==> config.mk <==
export PLATFORM = sky130hd
export DESIGN_NAME = sw_led_mmio
export DESIGN_NICKNAME = d
export VERILOG_FILES = /design/src/rtl/sw_led_mmio.sv
export SDC_FILE = /design/constraint.sdc
export NUM_CORES = 1
export LEC_CHECK = 0
export ABC_AREA = 1
export CAP_MARGIN = 0
export CORE_MARGIN = 4
export CORE_UTILIZATION = 47
export CTS_BUF_LIST = sky130_fd_sc_hd__clkbuf_4
export DETAILED_ROUTE_END_ITERATION = 12
export HOLD_SLACK_MARGIN = 0.08
export MAX_ROUTING_LAYER = met4
export PLACE_DENSITY = 0.77
export SLEW_MARGIN = 15
export SYNTH_ARGS = -nofsm -noshare
export SYNTH_HDL_FRONTEND = slang
export SYNTH_SLANG_ARGS = --single-unit
==> constraint.sdc <==
create_clock -name clk -period 2.63 [get_ports clk]
set_input_delay 0.789 -clock clk [delete_from_list [all_inputs] [get_ports clk]]
set_output_delay 0.789 -clock clk [all_outputs]
set_load 0.02 [all_outputs]
==> src/rtl/sw_led_mmio.sv <==
// Memory-mapped LED/switch peripheral: LED and CTRL registers, debounced switch
// register with change flag (clear-on-read) and a level interrupt.
module sw_led_mmio #(
  parameter logic [15:0] BASE      = 16'hC000,
  parameter int unsigned DB_CYCLES = 4
) (
  input  logic        clk,
  input  logic        rst,
  input  logic [15:0] addr,
  input  logic        we,
  input  logic        re,
  input  logic [15:0] wdata,
  output logic [15:0] rdata,
  output logic        rd_vld,
  input  logic [9:0]  SW,
  output logic [9:0]  LEDR,
  output logic        sw_irq
);

  localparam logic [7:0] DB_MAX = 8'(DB_CYCLES);

  logic [9:0]  led_q, led_d;
  logic [9:0]  sw_s1_q, sw_s2_q;
  logic [9:0]  cand_q, cand_d;
  logic [7:0]  cnt_q, cnt_d;
  logic [9:0]  sw_reg_q, sw_reg_d;
  logic        changed_q, changed_d;
  logic        irq_en_q, irq_en_d;
  logic [15:0] rdata_q, rdata_d;
  logic        rd_vld_q;

  logic [15:0] off;
  logic        in_win;
  logic [15:0] rd_mux;
  logic        commit;
  logic        rd_status;

  // Window decode by offset so a BASE that is not 4-aligned still works.
  assign off       = addr - BASE;
  assign in_win    = (off[15:2] == 14'd0);
  assign rd_status = re && in_win && (off[1:0] == 2'd2);

  always_comb begin
    rd_mux = '0;
    if (in_win) begin
      case (off[1:0])
        2'd0:    rd_mux = {6'd0, led_q};
        2'd1:    rd_mux = {6'd0, sw_reg_q};
        2'd2:    rd_mux = {15'd0, changed_q};
        default: rd_mux = {15'd0, irq_en_q};
      endcase
    end
  end

  // Commit fires on the edge where the counter reaches DB_MAX, so it is
  // evaluated against the next-state count.
  always_comb begin
    cand_d   = cand_q;
    cnt_d    = cnt_q;
    sw_reg_d = sw_reg_q;
    commit   = 1'b0;
    if (sw_s2_q != cand_q) begin
      cand_d = sw_s2_q;
      cnt_d  = '0;
    end else begin
      if (cnt_q != DB_MAX) cnt_d = cnt_q + 8'd1;
      if ((cnt_d == DB_MAX) && (cand_q != sw_reg_q)) begin
        commit   = 1'b1;
        sw_reg_d = cand_q;
      end
    end
  end

  always_comb begin
    led_d     = led_q;
    irq_en_d  = irq_en_q;
    rdata_d   = rdata_q;
    changed_d = commit | (changed_q & ~rd_status);
    if (we && in_win && (off[1:0] == 2'd0)) led_d    = wdata[9:0];
    if (we && in_win && (off[1:0] == 2'd3)) irq_en_d = wdata[0];
    if (re) rdata_d = rd_mux;
  end

  always_ff @(posedge clk or posedge rst) begin
    if (rst) begin
      led_q     <= '0;
      sw_s1_q   <= '0;
      sw_s2_q   <= '0;
      cand_q    <= '0;
      cnt_q     <= '0;
      sw_reg_q  <= '0;
      changed_q <= 1'b0;
      irq_en_q  <= 1'b0;
      rdata_q   <= '0;
      rd_vld_q  <= 1'b0;
    end else begin
      led_q     <= led_d;
      sw_s1_q   <= SW;
      sw_s2_q   <= sw_s1_q;
      cand_q    <= cand_d;
      cnt_q     <= cnt_d;
      sw_reg_q  <= sw_reg_d;
      changed_q <= changed_d;
      irq_en_q  <= irq_en_d;
      rdata_q   <= rdata_d;
      rd_vld_q  <= re;
    end
  end

  assign LEDR   = led_q;
  assign rdata  = rdata_q;
  assign rd_vld = rd_vld_q;
  assign sw_irq = changed_q & irq_en_q;

endmodule

Word level (Yosys, flattened, before mapping)
Cells that the tools add are included.
Word-level totals
  register bits: 77
  input bits: 46
Cells by class
  add/subtract/negate cells: 2
  eq/ne operators: 7
  muxes and demuxes: 7
  bitwise gates (word level): 5
  reduce and logical (&&, ||, !) cells: 9
Operators with widths (count)
  $pmux W10 S3: 1
  $mux W8: 3
  $ne A10 B10 Y1: 2
  $sub A16 B16 Y16 const B: 1
  $logic_not A14 Y1: 1
  $mux W10: 1
  $add A8 B1 Y8 const B: 1
  $eq A8 B3 Y1 const B: 1
  $ne A8 B3 Y1 const B: 1
  $logic_and A1 B1 Y1: 6
  $eq A2 B2 Y1 const B: 2
  $and A1 B1 Y1: 2
  $eq A2 B1 Y1 const B: 1
  $logic_not A2 Y1: 1
  $mux W1: 2
  $not A1 Y1: 2
  $reduce_and A2 Y1: 1
  $or A1 B1 Y1: 1

Depth between registers and ports, before layout
  depth in word-level cells: 8
  gate-level depth with buffers: 12
  gate-level depth less buffers: 11

Worst setup path after synthesis
No wires, ideal clock.
  kind: input-to-reg
  start: in addr[2]
  end: reg led_q[0] (netlist: LEDR[0])
  setup time: 118 ps
  arrival: 1582 ps
  required time: 2512 ps
  path slack: 930 ps
  cell stages on the path: 8
  cells stage by stage: inv_1 > nand2_1 > nor4_1 > nand2_1 > nor2_1 > nand2_1 > nand2_1 > nand2_1
Between the ends
  word-level cells in the longest chain between the ends: 4
Ends and longest elaborated chain
  start: declaration: RTL line 9  | input logic [15:0] addr,
  $sub A16 B16 Y16: RTL line 39  | assign off = addr - BASE;
  $logic_not A14 Y1: RTL line 40  | assign in_win = (off[15:2] == 14'd0);
  $logic_and A1 B1 Y1 (2 in series): RTL line 79  | if (we && in_win && (off[1:0] == 2'd0)) led_d = wdata[9:0];
  end signal: assignment: RTL line 97  | led_q <= led_d;
  end: declaration: RTL line 22  | logic [9:0] led_q, led_d;
No other way between the ends.
A chain may end at the register's enable or synchronous reset.

Worst setup path in the final report
  start: reg irq_en_q
  end: out sw_irq
Between the ends
  word-level cells in the longest chain between the ends: 1
Ends and longest elaborated chain
  start: declaration: RTL line 28  | logic irq_en_q, irq_en_d;
  start signal: assignment: RTL line 104  | irq_en_q <= irq_en_d;
  $and A1 B1 Y1: RTL line 113  | assign sw_irq = changed_q & irq_en_q;
  end: declaration: RTL line 17  | output logic sw_irq
No other way between the ends.

==> results by group <==
Route
  – Via Count: roughly 2,700
  – Vias per cell: 4.63
  – DR pass1 iterations: 4
  – DRC viols: 0
  – Post-Route WL: 6910 um
  – Final ANT Viol Nets: 0
  – Starting DRT DRC Count: 129
  – WL per Instance: roughly 12 um

STA
  – Sum of negative setup slack: 0 ps
  – Final period utilization: 87.7%
  – Unrepaired setup endpoints after global routing: no
  – Slew Viols, Final: 0
  – Final min period: 2310 ps
  – Final Hold Fails: 0
  – Max Clock Skew: 17.2 ps
  – Endpoints failing setup: 0
  – Highest clock rate: 0.434 GHz

Logic synthesis
  – EDFF count, synth: 0
  – Top cells by area, synth: dfrtp_1 (54%), nand2_1 (15%), inv_1 (6.6%)
  – Synth top cells by count: nand2_1 (137), dfrtp_1 (71), inv_1 (58)
  – Post-Syn Area: 3320 sq um
  – Cell accounting for the most synthesized area: dfrtp_1
  – Syn Area/Cell: 7.96 sq um
  – Sequential area share after synthesis: 53.5%
  – Most numerous cell in the Yosys netlist: nand2_1
  – Post-Syn Instances: around 420
  – Ys flop type: dfrtp_1
  – Synthesized flop and latch total: 71
  – Unique masters post-synth: 31
  – Yosys top cell area share: 53.5%
  – Synth warn: 0
  – Async set-reset flop share out of synthesis: 100%

Floorplanning
  – Area of the die: 8470 sq um
  – Cell Rows: 30
  – Starting Density: about 49%
  – Die width: about 92 um
  – Die Height: 92.0 um
  – Count of boundary I/O pins: 74
  – Core region area: 6830 sq um

Setup path
  – Startpoint type of the worst setup path: register
  – CP endpoint kind: primary output
  – Crit path largest cell delay: 600 ps
  – Worst setup path class: reg2out
  – Buffers and inverters on the worst path: 2
  – CP Data Required Time: 1840 ps
  – Critical path, cell by cell: nand2_1 > inv_1 > clkdlybuf4s50_1
  – Crit path DAT: 1520 ps
  – R2R depth: 10
  – Cell with the largest stage delay on the worst path: clkdlybuf4s50_1
  – Delay-heaviest family, CP: buffers and inverters
  – WP depth: 3
  – CP Max Fanout: 3

Final layout
  – Layout cells sized above 1: 7.66%
  – Cell area after layout: 4160 sq um
  – Area grow syn2layout: 25.4%
  – NumNets Final: 526
  – Ant diodes: 0

Worst hold path
  – Min-delay worst type: reg2reg
  – Hold Path Depth: 0

Clock tree
  – CTS tree: done
  – Post_cts resized: 0
  – Count of hold-fix buffers inserted at cts: 0
  – CTS Buf Count: 9
  – Clk buf depth: 2
  – Clk_lat worst skew: 430 ps
  – Worst-path clk slew: 110 ps
  – H-tree depth: 3
  – Sink Count: 71
  – Setup bufs post-CTS: 0
  – Clock tree root driver cell: clkbuf_4

Global routing
  – Initial antenna violation count: 0
  – Pin count of the biggest net entering global routing: 31
  – Global route overflow: 0
  – Global Route Usage Sum: 18.6%
  – First-pass GRT wire length: 11,900 um
  – Vias in the first global route: roughly 2,600

Job
  – Max cap viols: 0

Power
  – Cell Pwr Density: roughly 470 nW/um^2
  – Peak VDD IR: 0.446 mV
  – Leak: 1.99 nW

Placed design
  – GP Congestion: 0.888
  – Post-DP HPWL: 5420 um
  – Placed inst area: 4030 sq um
  – Port Buf Inserts: 61

Status
  – Status: complete, no violations
metal layers:
layer / wire [um] / up-vias / track usage [%]
met1: 3110 / 1200 / 23.6
met5: 0 / - / -
met4: 203 / 0 / 10.9
li1: - / 1387 / -
met3: 377 / 13 / 3.86
met2: 3220 / 78 / 27.7
kinds of logic after synthesis:
family,after synthesis,share of synthesized area (%)
adders and majority gates,2,0.754
AOI/OAI and AO/OA,31,5.39
DFF,71,53.5
other,1,0.113
buffers and inverters,84,10.4
and+or+nand+nor,223,28.5
xor gates and xnor gates,5,1.32
state kept, by name, summed over array words and instances, names as in the netlist:
register	flops
rdata	10
irq_en_q	1
LEDR	10
cand_q	10
sw_s1_q	10
changed_q	1
sw_s2_q	10
sw_reg_q	10
cnt_q	8
rd_vld	1
layout by cell type, fill, tap and decap left out, types with 2 or more instances in the layout:
master           instances
nand2_1                137
clkinvlp_4               2
nor2_4                   3
nor4_1                   2
buf_4                    4
nand3_1                 36
nand4_1                  2
inv_1                   57
buf_12                   2
nand2_2                  2
nor2_1                  34
conb_1                   6
o21ai_0                 24
xnor2_1                  2
dfrtp_1                 71
nor2_2                   3
clkbuf_4                 9
nand3_2                  2
xor2_1                   3
inv_2                    4
clkdlybuf4s50_1         61
ha_1                     2
clkinv_1                 2
metrics by stage:
step	cells	worst slack (ps)	hold WS [ps]	power (W)	util, %
3_5_place_dp	563	264	335	0.00131	58.9
4_1_cts	579	282	363	0.00200	61.0
3_3_place_gp	563	302	332	0.00131	58.9
2_1_floorplan	422	44.4	331	0.00123	-
5_1_grt	579	234	367	0.00208	61.0
6_report	579	324	359	0.00197	61.0
area by class of cell:
cell class | instances | area [sq um]
multi-input combinational | 267 | 1210
clock inverter | 7 | 71.3
tap | 96 | 120
timing repair buffer | 67 | 681
inverter | 62 | 233
clock buffer | 9 | 67.6
fill | 600 | 2670
sequential | 71 | 1780
final timing paths:
kind                       startpoint  slack [ps]           to
max                          irq_en_q         320       sw_irq
min                        sw_s1_q[4]         360   sw_s2_q[4]
max reg2reg                  cnt_q[0]         730  sw_reg_q[5]
min reg2reg                sw_s1_q[4]         360   sw_s2_q[4]
max in group asynchronous         rst        1450     cnt_q[0]
min in group asynchronous         rst         670      LEDR[7]
where the power goes:
group          leakage (nW)  switching (W)  internal, W
Sequential            0.915      0.0000172      0.00112
Combinational          1.01      0.0000777    0.0000785
Clock                0.0700       0.000395     0.000289
worst reg2reg max path, cell delays in order (launching register included):
cell     delay [ps]
dfrtp_1         440
inv_1           140
ha_1            180
nand3_2         110
o21ai_1         270
nand2_1          80
nor2_1          120
nand2_1         100
nor2_4          230
nand3_1         120
nand2_1          80
(Power assumes the default switching activity.)
